File: src/rtl/mmio_bridge.sv
// CPU-to-data-RAM bridge with an 8-word I/O window: LED register, synchronised
// switches, debounced buttons with sticky rising-edge flags, and a tick counter.
module mmio_bridge #(
  parameter int                  g_WORD      = 9,
  parameter int                  g_ADDR      = 11,
  parameter int                  g_N_LED     = 8,
  parameter int                  g_N_BTN     = 5,
  parameter int                  g_N_SW      = 8,
  parameter logic [g_ADDR-1:0]   g_IO_BASE   = 11'h7F8,
  parameter int                  g_DB_CYCLES = 16,
  parameter logic [g_N_LED-1:0]  g_LED_RESET = 8'h99
) (
  input  logic               i_clk,
  input  logic               i_rst,
  input  logic               i_en,
  input  logic               i_we,
  input  logic               i_re,
  input  logic [g_ADDR-1:0]  i_addr,
  input  logic [g_WORD-1:0]  i_wdata,
  output logic [g_WORD-1:0]  o_rdata,
  output logic               o_ram_en,
  output logic               o_ram_we,
  output logic               o_ram_re,
  output logic [g_ADDR-1:0]  o_ram_addr,
  output logic [g_WORD-1:0]  o_ram_wdata,
  input  logic [g_WORD-1:0]  i_ram_rdata,
  output logic [g_N_LED-1:0] o_led,
  input  logic [g_N_BTN-1:0] i_btn,
  input  logic [g_N_SW-1:0]  i_sw
);

  localparam int             CW      = $clog2(g_DB_CYCLES);
  localparam logic [CW-1:0]  DB_LAST = CW'(g_DB_CYCLES - 1);

  localparam logic [2:0] OFF_LED  = 3'd0;
  localparam logic [2:0] OFF_SW   = 3'd1;
  localparam logic [2:0] OFF_BTN  = 3'd2;
  localparam logic [2:0] OFF_EDGE = 3'd3;
  localparam logic [2:0] OFF_TICK = 3'd4;

  logic              io_hit, io_we, io_rd;
  logic [2:0]        off;

  logic [g_N_LED-1:0] led_q, led_d;
  logic [g_N_SW-1:0]  sw_m_q, sw_q;
  logic [g_N_BTN-1:0] btn_m_q, btn_s_q;
  logic [g_N_BTN-1:0] lvl_q, lvl_d;
  logic [g_N_BTN-1:0] edge_q, edge_d, edge_clr;
  logic [g_WORD-1:0]  tick_q;
  logic               sel_io_q;
  logic [g_WORD-1:0]  io_rdata_q, io_val;

  assign io_hit = (i_addr[g_ADDR-1:3] == g_IO_BASE[g_ADDR-1:3]);
  assign off    = i_addr[2:0];
  assign io_we  = i_en & i_we & io_hit;
  assign io_rd  = i_en & i_re;

  assign o_ram_en    = i_en & ~io_hit;
  assign o_ram_we    = i_we & o_ram_en;
  assign o_ram_re    = i_re & o_ram_en;
  assign o_ram_addr  = i_addr;
  assign o_ram_wdata = i_wdata;

  // Per-button debounce: count cycles the synchronised input disagrees with
  // the level; flip the level once it has disagreed g_DB_CYCLES times in a row.
  for (genvar b = 0; b < g_N_BTN; b++) begin : g_db
    logic [CW-1:0] cnt_q, cnt_d;
    logic          lvl_nxt;

    always_comb begin
      cnt_d   = '0;
      lvl_nxt = lvl_q[b];
      if (btn_s_q[b] != lvl_q[b]) begin
        if (cnt_q == DB_LAST) lvl_nxt = ~lvl_q[b];
        else                  cnt_d   = cnt_q + 1'b1;
      end
    end

    assign lvl_d[b] = lvl_nxt;

    always_ff @(posedge i_clk or posedge i_rst) begin
      if (i_rst) cnt_q <= '0;
      else       cnt_q <= cnt_d;
    end
  end

  assign edge_clr = (io_we && off == OFF_EDGE) ? i_wdata[g_N_BTN-1:0] : '0;
  // Set term applied after the clear so a coincident rising edge wins.
  assign edge_d   = (edge_q & ~edge_clr) | (lvl_d & ~lvl_q);
  assign led_d    = (io_we && off == OFF_LED) ? i_wdata[g_N_LED-1:0] : led_q;

  always_comb begin
    io_val = '0;
    case (off)
      OFF_LED:  io_val[g_N_LED-1:0] = led_q;
      OFF_SW:   io_val[g_N_SW-1:0]  = sw_q;
      OFF_BTN:  io_val[g_N_BTN-1:0] = lvl_q;
      OFF_EDGE: io_val[g_N_BTN-1:0] = edge_q;
      OFF_TICK: io_val              = tick_q;
      default:  io_val              = '0;
    endcase
  end

  always_ff @(posedge i_clk or posedge i_rst) begin
    if (i_rst) begin
      led_q      <= g_LED_RESET;
      sw_m_q     <= '0;
      sw_q       <= '0;
      btn_m_q    <= '0;
      btn_s_q    <= '0;
      lvl_q      <= '0;
      edge_q     <= '0;
      tick_q     <= '0;
      sel_io_q   <= 1'b0;
      io_rdata_q <= '0;
    end else begin
      led_q   <= led_d;
      sw_m_q  <= i_sw;
      sw_q    <= sw_m_q;
      btn_m_q <= i_btn;
      btn_s_q <= btn_m_q;
      lvl_q   <= lvl_d;
      edge_q  <= edge_d;
      tick_q  <= tick_q + 1'b1;
      if (io_rd) begin
        sel_io_q <= io_hit;
        if (io_hit) io_rdata_q <= io_val;
      end
    end
  end

  assign o_rdata = sel_io_q ? io_rdata_q : i_ram_rdata;
  assign o_led   = led_q;

endmodule

File: config.mk
export PLATFORM = sky130hd
export DESIGN_NAME = mmio_bridge
export DESIGN_NICKNAME = d
export VERILOG_FILES = /design/src/rtl/mmio_bridge.sv
export SDC_FILE = /design/constraint.sdc
export NUM_CORES = 1
export LEC_CHECK = 0
export BUFFER_PORTS_ARGS = -buffer_cell sky130_fd_sc_hd__buf_2
export CELL_PAD_IN_SITES_DETAIL_PLACEMENT = 2
export CELL_PAD_IN_SITES_GLOBAL_PLACEMENT = 2
export CORE_MARGIN = 3
export CORE_UTILIZATION = 38
export CTS_CLUSTER_SIZE = 14
export DETAILED_ROUTE_END_ITERATION = 10
export PLACE_DENSITY = 0.85
export SYNTH_ARGS = -nofsm -noshare
export SYNTH_HDL_FRONTEND = slang
export SYNTH_SLANG_ARGS = --single-unit
File: constraint.sdc
create_clock -name i_clk -period 6.1 [get_ports i_clk]
set_clock_uncertainty 0.05 [all_clocks]
set_input_delay 0.61 -clock i_clk [delete_from_list [all_inputs] [get_ports i_clk]]
set_output_delay 0.61 -clock i_clk [all_outputs]
set_load 0.01 [all_outputs]
==> run_results.csv, run 1 <==
group,metric,value,unit
grt,grt_pass1_wl,15750,um
synthesis,synth-xor-area-share,4.056,%
clock_tree,cts_buffer_depth,2,
power,leakagePower,2.057,nW
synthesis,synthAdderAreaFrac,2.045,%
worst_setup_path,cp.required,5.44,ns
status,status,"finished clean",
die,die_h,104.3,um
worst_setup_path,cp-end-kind,"primary output",
worst_setup_path,path_cells,"mux2_2, buf_2",
finish,layout_common_cells,"84 x buf_2, 79 x dfrtp_1, 29 x mux2_2, 23 x a21oi_1, 16 x xnor2_1",
worst_setup_path,path_buf_inv,1,
worst_setup_path,worstPathMaxFanout,10,
grt,gr-total-overflow,0,
clock_tree,cts_hold_buf,0,
synthesis,synth_seq_cells,83,
finish,drive_gt1_share,38.65,%
die,num_rows,35,
synthesis,ys_top_cells_by_area,"dfrtp_1 54%, mux2_2 8.9%, buf_4 4.3%, xnor2_1 3.8%, a21oi_1 3.1%",
synthesis,synth_area,3671,sq um
clock_tree,cts-resized-gates,0,
timing,finalSetupViolCount,0,
die,core,9328,sq um
die,die_w,104.3,um
drt,routed_wl,9606,um
die,die-area,10880,sq um
drt,postRouteAntennaNets,0,
synthesis,synth_top_family_by_area,"simple AND/OR/NAND/NOR gates",
worst_setup_path,cp_top_family,"flip-flops",
worst_setup_path,arrival,1.56,ns
finish,final_nets,418,
clock_tree,clock-sinks,83,
timing,min_period_over_period,36.42,%
worst_setup_path,slowest_delay,0.66,ns
timing,worst_slew_pin_slew,1.054,ns
timing,fin_crit,2.222,ns
timing,layout_setup_ws,3.878,ns
synthesis,synthSimpleGateAreaFrac,13.16,%
synthesis,synth_edf_count,0,
synthesis,syn_inst,297,
grt,grtUsageTotal,18.70,%
synthesis,synth_top_flop_cell,"dfrtp_1",
clock_tree,clk_latency,0.35,ns
clock_tree,path_clk_slew,0.08,ns
worst_setup_path,startpoint,"sel_io_q",
placement,hpwl,6878,um
drt,drtIter0Drc,68,
drt,via_count,2506,
hold_path,hp-start,"btn_m_q[0]",
synthesis,async_flop_share,100.0,%
synthesis,synth_cell_types,39,
power,ir_drop,0.1180,mV
worst_setup_path,r2r_start,"lvl_q[3]",
worst_setup_path,startpoint_type,"register",
placement,numPlacedInstances,483,
hold_path,hold_path_class,"register to register",
power,powerDensity,255.4,nW/um^2
timing,drv_slew,0,
synthesis,ys_warn_count,0,
clock_tree,numCtsBuffers,9,
drt,wl_per_cell,19.25,um
drt,vias_per_cell,5.022,
placement,routabilityCongestion,0.7400,
finish,syn_to_final_growth,16.53,%
synthesis,seq_area_frac_synth,56.71,%
clock_tree,post_cts_buffers,0,
finish,final_common_cell,"buf_2",
timing,final_hold_viol_count,0,
power,total_power,1.092,mW
grt,grt_start_max_net_pins,84,
synthesis,synth_top_area_cell,"dfrtp_1",
timing,max_clock_freq,450.1,MHz
worst_setup_path,cp_slowest_cell,"dfrtp_1",
clock_tree,cts_max_level,3,
synthesis,synth_compound_area_share,7.805,%
drt,drc,0,
synthesis,syn_nets,350,
synthesis,synthMuxAreaShare,10.26,%
grt,grt_pass1_vias,2885,
clock_tree,cts_tree,"yes",
flow_run,drv_cap,0,
timing,rsz0062_at_grt,"false",
placement,port_buffers,84,
clock_tree,clock-root-buffer,"clkbuf_8",
synthesis,synth.avg_cell_area,12.36,sq um
drt,drt-pass1-iter-count,4,
timing,slew_headroom,29.76,%
die,ioPinCount,87,
placement,dp_slack,3.893,ns
synthesis,synth_top_area_share,53.85,%
worst_setup_path,worstSetupPathType,"register to primary output",
finish,antenna_cells,0,
grt,grt_antenna_before_repair,0,
die,start_util,39.36,%
timing,finalSetupTns,0,ns
finish,finalNonFillerCells,499,
placement,place_area,4065,sq um
finish,final_area,4278,sq um
## state kept, by name, summed over array words and instances (netlist names)
| register | count |
|---|---|
| g_db.cnt_q | 20 |
| io_rdata_q | 9 |
| tick_q | 9 |
| o_led | 8 |
| sw_m_q | 8 |
| sw_q | 8 |
| btn_m_q | 5 |
| btn_s_q | 5 |
| edge_q | 5 |
| lvl_q | 5 |
| sel_io_q | 1 |
## worst register-to-register path, cell delays in order, from the launching register on
cell     delay, ns
dfrtp_1       0.43
mux2_2        0.29
a21oi_1       0.23
o22a_1        0.21
o21ai_0       0.07
## kinds of logic (layout without fill, tap and decap cells)
kind of cell	count (synthesis)	count (layout)
AOI/OAI and AO/OA	47	47
buffers and inverters	34	107
xor gates and xnor gates	17	17
DFF	83	83
adders and majority gates	6	6
and+or+nand+nor	76	76
muxes	34	34
## through the flow
step,hold slack [ns],util [%]
final,0.3030,45.86
after global routing,0.2795,45.86
after CTS,0.2892,45.86
after detailed placement,0.2865,43.58
after global placement,0.2826,43.58
after floorplan,0.2812,-
## where the power goes
part,internal [mW],switching (mW)
clock network,0.221,0.196
registers,0.568,0.0150
logic,0.0388,0.0525
## cell usage after synthesis, types with 5 or more instances
| cell type | n |
|---|---|
| dfrtp_1 | 79 |
| mux2_2 | 29 |
| a21oi_1 | 23 |
| buf_4 | 21 |
| xnor2_1 | 16 |
| nand2_1 | 15 |
| nor2_1 | 15 |
| nor3b_1 | 10 |
| nand3_1 | 9 |
| o21ai_0 | 8 |
| nor2b_1 | 7 |
| a21o_1 | 6 |
| ha_1 | 6 |
| inv_1 | 6 |
| mux2i_1 | 5 |
## final timing paths
| path | endpoint | slack [ns] | cells past startpoint |
|---|---|---|---|
| hold reg to reg | btn_s_q[0] | 0.30 | 0 |
| min in group asynchronous | g_db[1].cnt_q[1] | 0.50 | 3 |
| hold / removal | btn_s_q[0] | 0.30 | 0 |
| setup / recovery | o_rdata[0] | 3.88 | 2 |
| setup reg to reg | io_rdata_q[3] | 4.71 | 4 |
| max in group asynchronous | io_rdata_q[8] | 4.80 | 3 |
## layer usage
layer,vias up,track usage (%),share of wire [%]
met1,1261,21.50,40
met4,0,5.698,1.9
met2,81,33.53,53
li1,1151,-,-
met5,-,0,0
met3,13,5.338,4.7
## layout make-up
cell class / instances / area, sq um
clock buffers: 12 / 165.2
repair buffers: 85 / 427.9
fillers: 981 / 5050
multi-input cells: 180 / 1370
clock inverters: 4 / 47.55
flip-flops and latches: 83 / 2082
well taps: 129 / 161.4
inverters: 6 / 23.77
Power figures use the tool's default switching activity.
==> inputs of run 2 (changes only) <==
- ABC_AREA: not set -> 1
- CORE_UTILIZATION: 38 -> 29
- PLACE_DENSITY: 0.85 -> 0.76
- clock period: 6.1 -> 1.9 ns (I/O delays scaled with it)
==> run 2 against run 1 <==
Register-to-register slack lost 4.3 ns. Clock-buffer cell count shrank 2. Wire length grew 0.26%. First-iteration DRC count grew 62%. Critical path type is now register to register. Critical endpoint is now tick_q[8]. Largest cell class unchanged.
==> run_results.csv, run 2 <==
group,metric,value,unit
finish,regMostFlops,"g_db.cnt_q",
die,ioPinCount,87,
drt,top_layer_used,"met4",
die,start_util,30.12,%
timing,drv_slew,0,
worst_setup_path,cp-end-kind,"register",
finish,drive_gt1_share,25.15,%
synthesis,ys_top_cells_by_area,"dfrtp_1 54%, nand2_1 12%, nand3_1 6.4%, buf_4 4.5%, dfstp_2 2.9%",
placement,hpwl,7424,um
die,die-area,14020,sq um
finish,fillCellCount,1369,
synthesis,synth_top_flop_cell,"dfrtp_1",
worst_setup_path,startpoint_type,"register",
grt,gr-total-overflow,0,
finish,multi_input_area,1266,sq um
drt,via_count,2933,
worst_setup_path,arrival,1.68,ns
power,powerDensity,889.7,nW/um^2
clock_tree,clock-root-buffer,"clkbuf_16",
synthesis,seq_area_frac_synth,56.83,%
finish,layout_common_cells,"119 x nand2_1, 84 x buf_2, 79 x dfrtp_1, 47 x nand3_1, 27 x nor2_1",
clock_tree,clk_latency,0.33,ns
die,die_h,118.4,um
power,ir_drop,0.3787,mV
power,swShare,22.99,%
die,num_rows,40,
clock_tree,cts_buffer_depth,2,
drt,drtIter0Drc,110,
drt,drc,0,
drt,routedLengthMet1,4391,um
timing,min_period_over_period,79.18,%
power,p_switching,0.9394,mW
worst_setup_path,cp_slowest_cell,"dfrtp_1",
synthesis,async_flop_share,100.0,%
clock_tree,cts_hold_buf,14,
worst_setup_path,worstReg2RegEnd,"tick_q[8]",
worst_setup_path,worstSetupPathType,"register to register",
timing,worst_slew_pin_slew,0.5595,ns
placement,routabilityCongestion,0.7366,
timing,finalSetupTns,0,ns
drt,met2_length,4672,um
clock_tree,cts-resized-gates,0,
drt,wl_per_cell,14.66,um
flow_run,drv_cap,0,
synthesis,syn_inst,398,
hold_path,min_to,"o_led[7]",
drt,drt-pass1-iter-count,4,
hold_path,hold_depth,3,
clock_tree,cts_max_level,3,
drt,wl_met3,465,um
drt,routed_wl,9631,um
power,seqPwrFrac,45.6,%
synthesis,synth.avg_cell_area,9.205,sq um
worst_setup_path,rrSetupSlack,0.40,ns
clock_tree,path_clk_slew,0.06,ns
worst_setup_path,cp.required,2.08,ns
finish,final_common_cell,"nand2_1",
synthesis,synth_common_cells,"119 x nand2_1, 79 x dfrtp_1, 47 x nand3_1",
placement,dp_slack,0.3571,ns
worst_setup_path,path_buf_inv,0,
grt,grt_pass1_wl,16450,um
timing,finalSetupViolCount,0,
finish,reg_top3,"g_db.cnt_q x20, io_rdata_q x9, tick_q x9",
worst_setup_path,cp_top_family,"simple AND/OR/NAND/NOR gates",
grt,grtUsageTotal,14.53,%
synthesis,synth_top_area_share,53.96,%
worst_setup_path,worstPathMaxFanout,4,
timing,max_clock_freq,664.7,MHz
synthesis,synth_top_area_cell,"dfrtp_1",
synthesis,synth_area,3664,sq um
finish,syn_to_final_growth,25.38,%
synthesis,syn_nets,451,
hold_path,hold_path_class,"input port to register",
power,total_power,4.086,mW
timing,layout_setup_ws,0.3955,ns
drt,vias_per_cell,4.464,
synthesis,synth_cell_types,24,
power,p_int,3.147,mW
die,die_w,118.4,um
clock_tree,clock-sinks,83,
timing,slew_headroom,62.70,%
finish,finalNonFillerCells,657,
power,leakagePower,2.353,nW
finish,antenna_cells,0,
grt,grt_antenna_before_repair,0,
finish,register_area,2082,sq um
clock_tree,post_cts_buffers,0,
finish,final_nets,537,
clock_tree,cts_tree,"yes",
hold_path,hp-start,"i_wdata[7]",
synthesis,yosysMostFrequentCell,"nand2_1",
synthesis,ys_warn_count,0,
power,comb_power_share,8.1,%
placement,port_buffers,84,
worst_setup_path,r2r_start,"tick_q[0]",
synthesis,synth_edf_count,0,
worst_setup_path,path_cells,"ha_1, nand3_1, nor3_1, nand3_1, nand2_1, nand2_1",
finish,largest_reg_flops,20,
timing,fin_crit,1.505,ns
worst_setup_path,slowest_delay,0.41,ns
grt,grt_pass1_vias,3248,
status,status,"finished clean",
die,core,12160,sq um
grt,grt_start_max_net_pins,46,
timing,rsz0062_at_grt,"false",
timing,final_hold_viol_count,0,
power,clkPwrFrac,46.4,%
worst_setup_path,rr_worst_depth,6,
synthesis,synth_seq_cells,83,
drt,postRouteAntennaNets,0,
clock_tree,numCtsBuffers,9,
placement,numPlacedInstances,627,
[run 2: changes by cell type in the layout (fill, tap and decap cells not counted), moves of 14 or more]
| cell | change |
|---|---|
| nand2_1 | +104 |
| nand3_1 | +38 |
| mux2_2 | -29 |
| a21oi_1 | -20 |
| inv_1 | +20 |
| dlygate4sd3_1 | +14 |
[run 2: final cells by class]
cell class	count	area share, %
flip-flops and latches	83	45.33
repair buffers	102	12.86
well taps	168	4.576
clock inverters	6	1.934
multi-input cells	258	27.57
inverters	30	2.533
clock buffers	10	5.203
[run 2: cells by family after synthesis]
family	after synthesis	share of synthesized area, %
AOI/OAI and AO/OA	15	2.049
and+or+nand+nor	221	26.64
xor gates and xnor gates	16	3.825
adders and majority gates	6	2.049
DFF	83	56.83
buffers and inverters	57	8.606
[run 2: worst max-delay path by stage]
| stage | endpoint | slack (ns) | startpoint | cells past startpoint |
|---|---|---|---|---|
| 5_1_grt | tick_q[8] | 0.23 | tick_q[0] | 6 |
| 3_5_place_dp | o_led[1] | 0.36 | i_addr[1] | 7 |
| 3_3_place_gp | o_led[5] | 0.45 | i_addr[1] | 7 |
| 2_1_floorplan | tick_q[8] | 0.61 | tick_q[0] | 6 |
| 6_report | tick_q[8] | 0.40 | tick_q[0] | 6 |
| 4_1_cts | tick_q[8] | 0.36 | tick_q[0] | 6 |
[run 2: power by group through the flow]
| stage | clock, mW | sequential [mW] | combinational, mW |
|---|---|---|---|
| floorplan | 0 | 1.88 | 0.205 |
| global placement | 0 | 1.89 | 0.302 |
| detailed placement | 0 | 1.90 | 0.317 |
| CTS | 1.95 | 1.86 | 0.340 |
| global route | 2.03 | 1.87 | 0.378 |
| finish | 1.89 | 1.86 | 0.330 |
[run 2: tightest hold or removal path, stage by stage]
cell     delay [ns]
buf_2          0.11
nand3_1        0.07
nand2_1        0.06
[run 2: per-layer routing]
layer  up-vias  GRT usage, %
met5         -             0
met4         0         4.272
met3         6         3.589
met2        72         24.04
met1      1436         18.87
li1       1419             -
[run 2: through the flow]
step	area (sq um)	util [%]	hold WS [ns]
floorplan	3667	-	0.1714
global placement	4125	33.92	0.01274
detailed placement	4125	33.92	0.01301
CTS	4593	37.77	0.04001
global route	4593	37.77	0.05731
finish	4593	37.77	0.05014
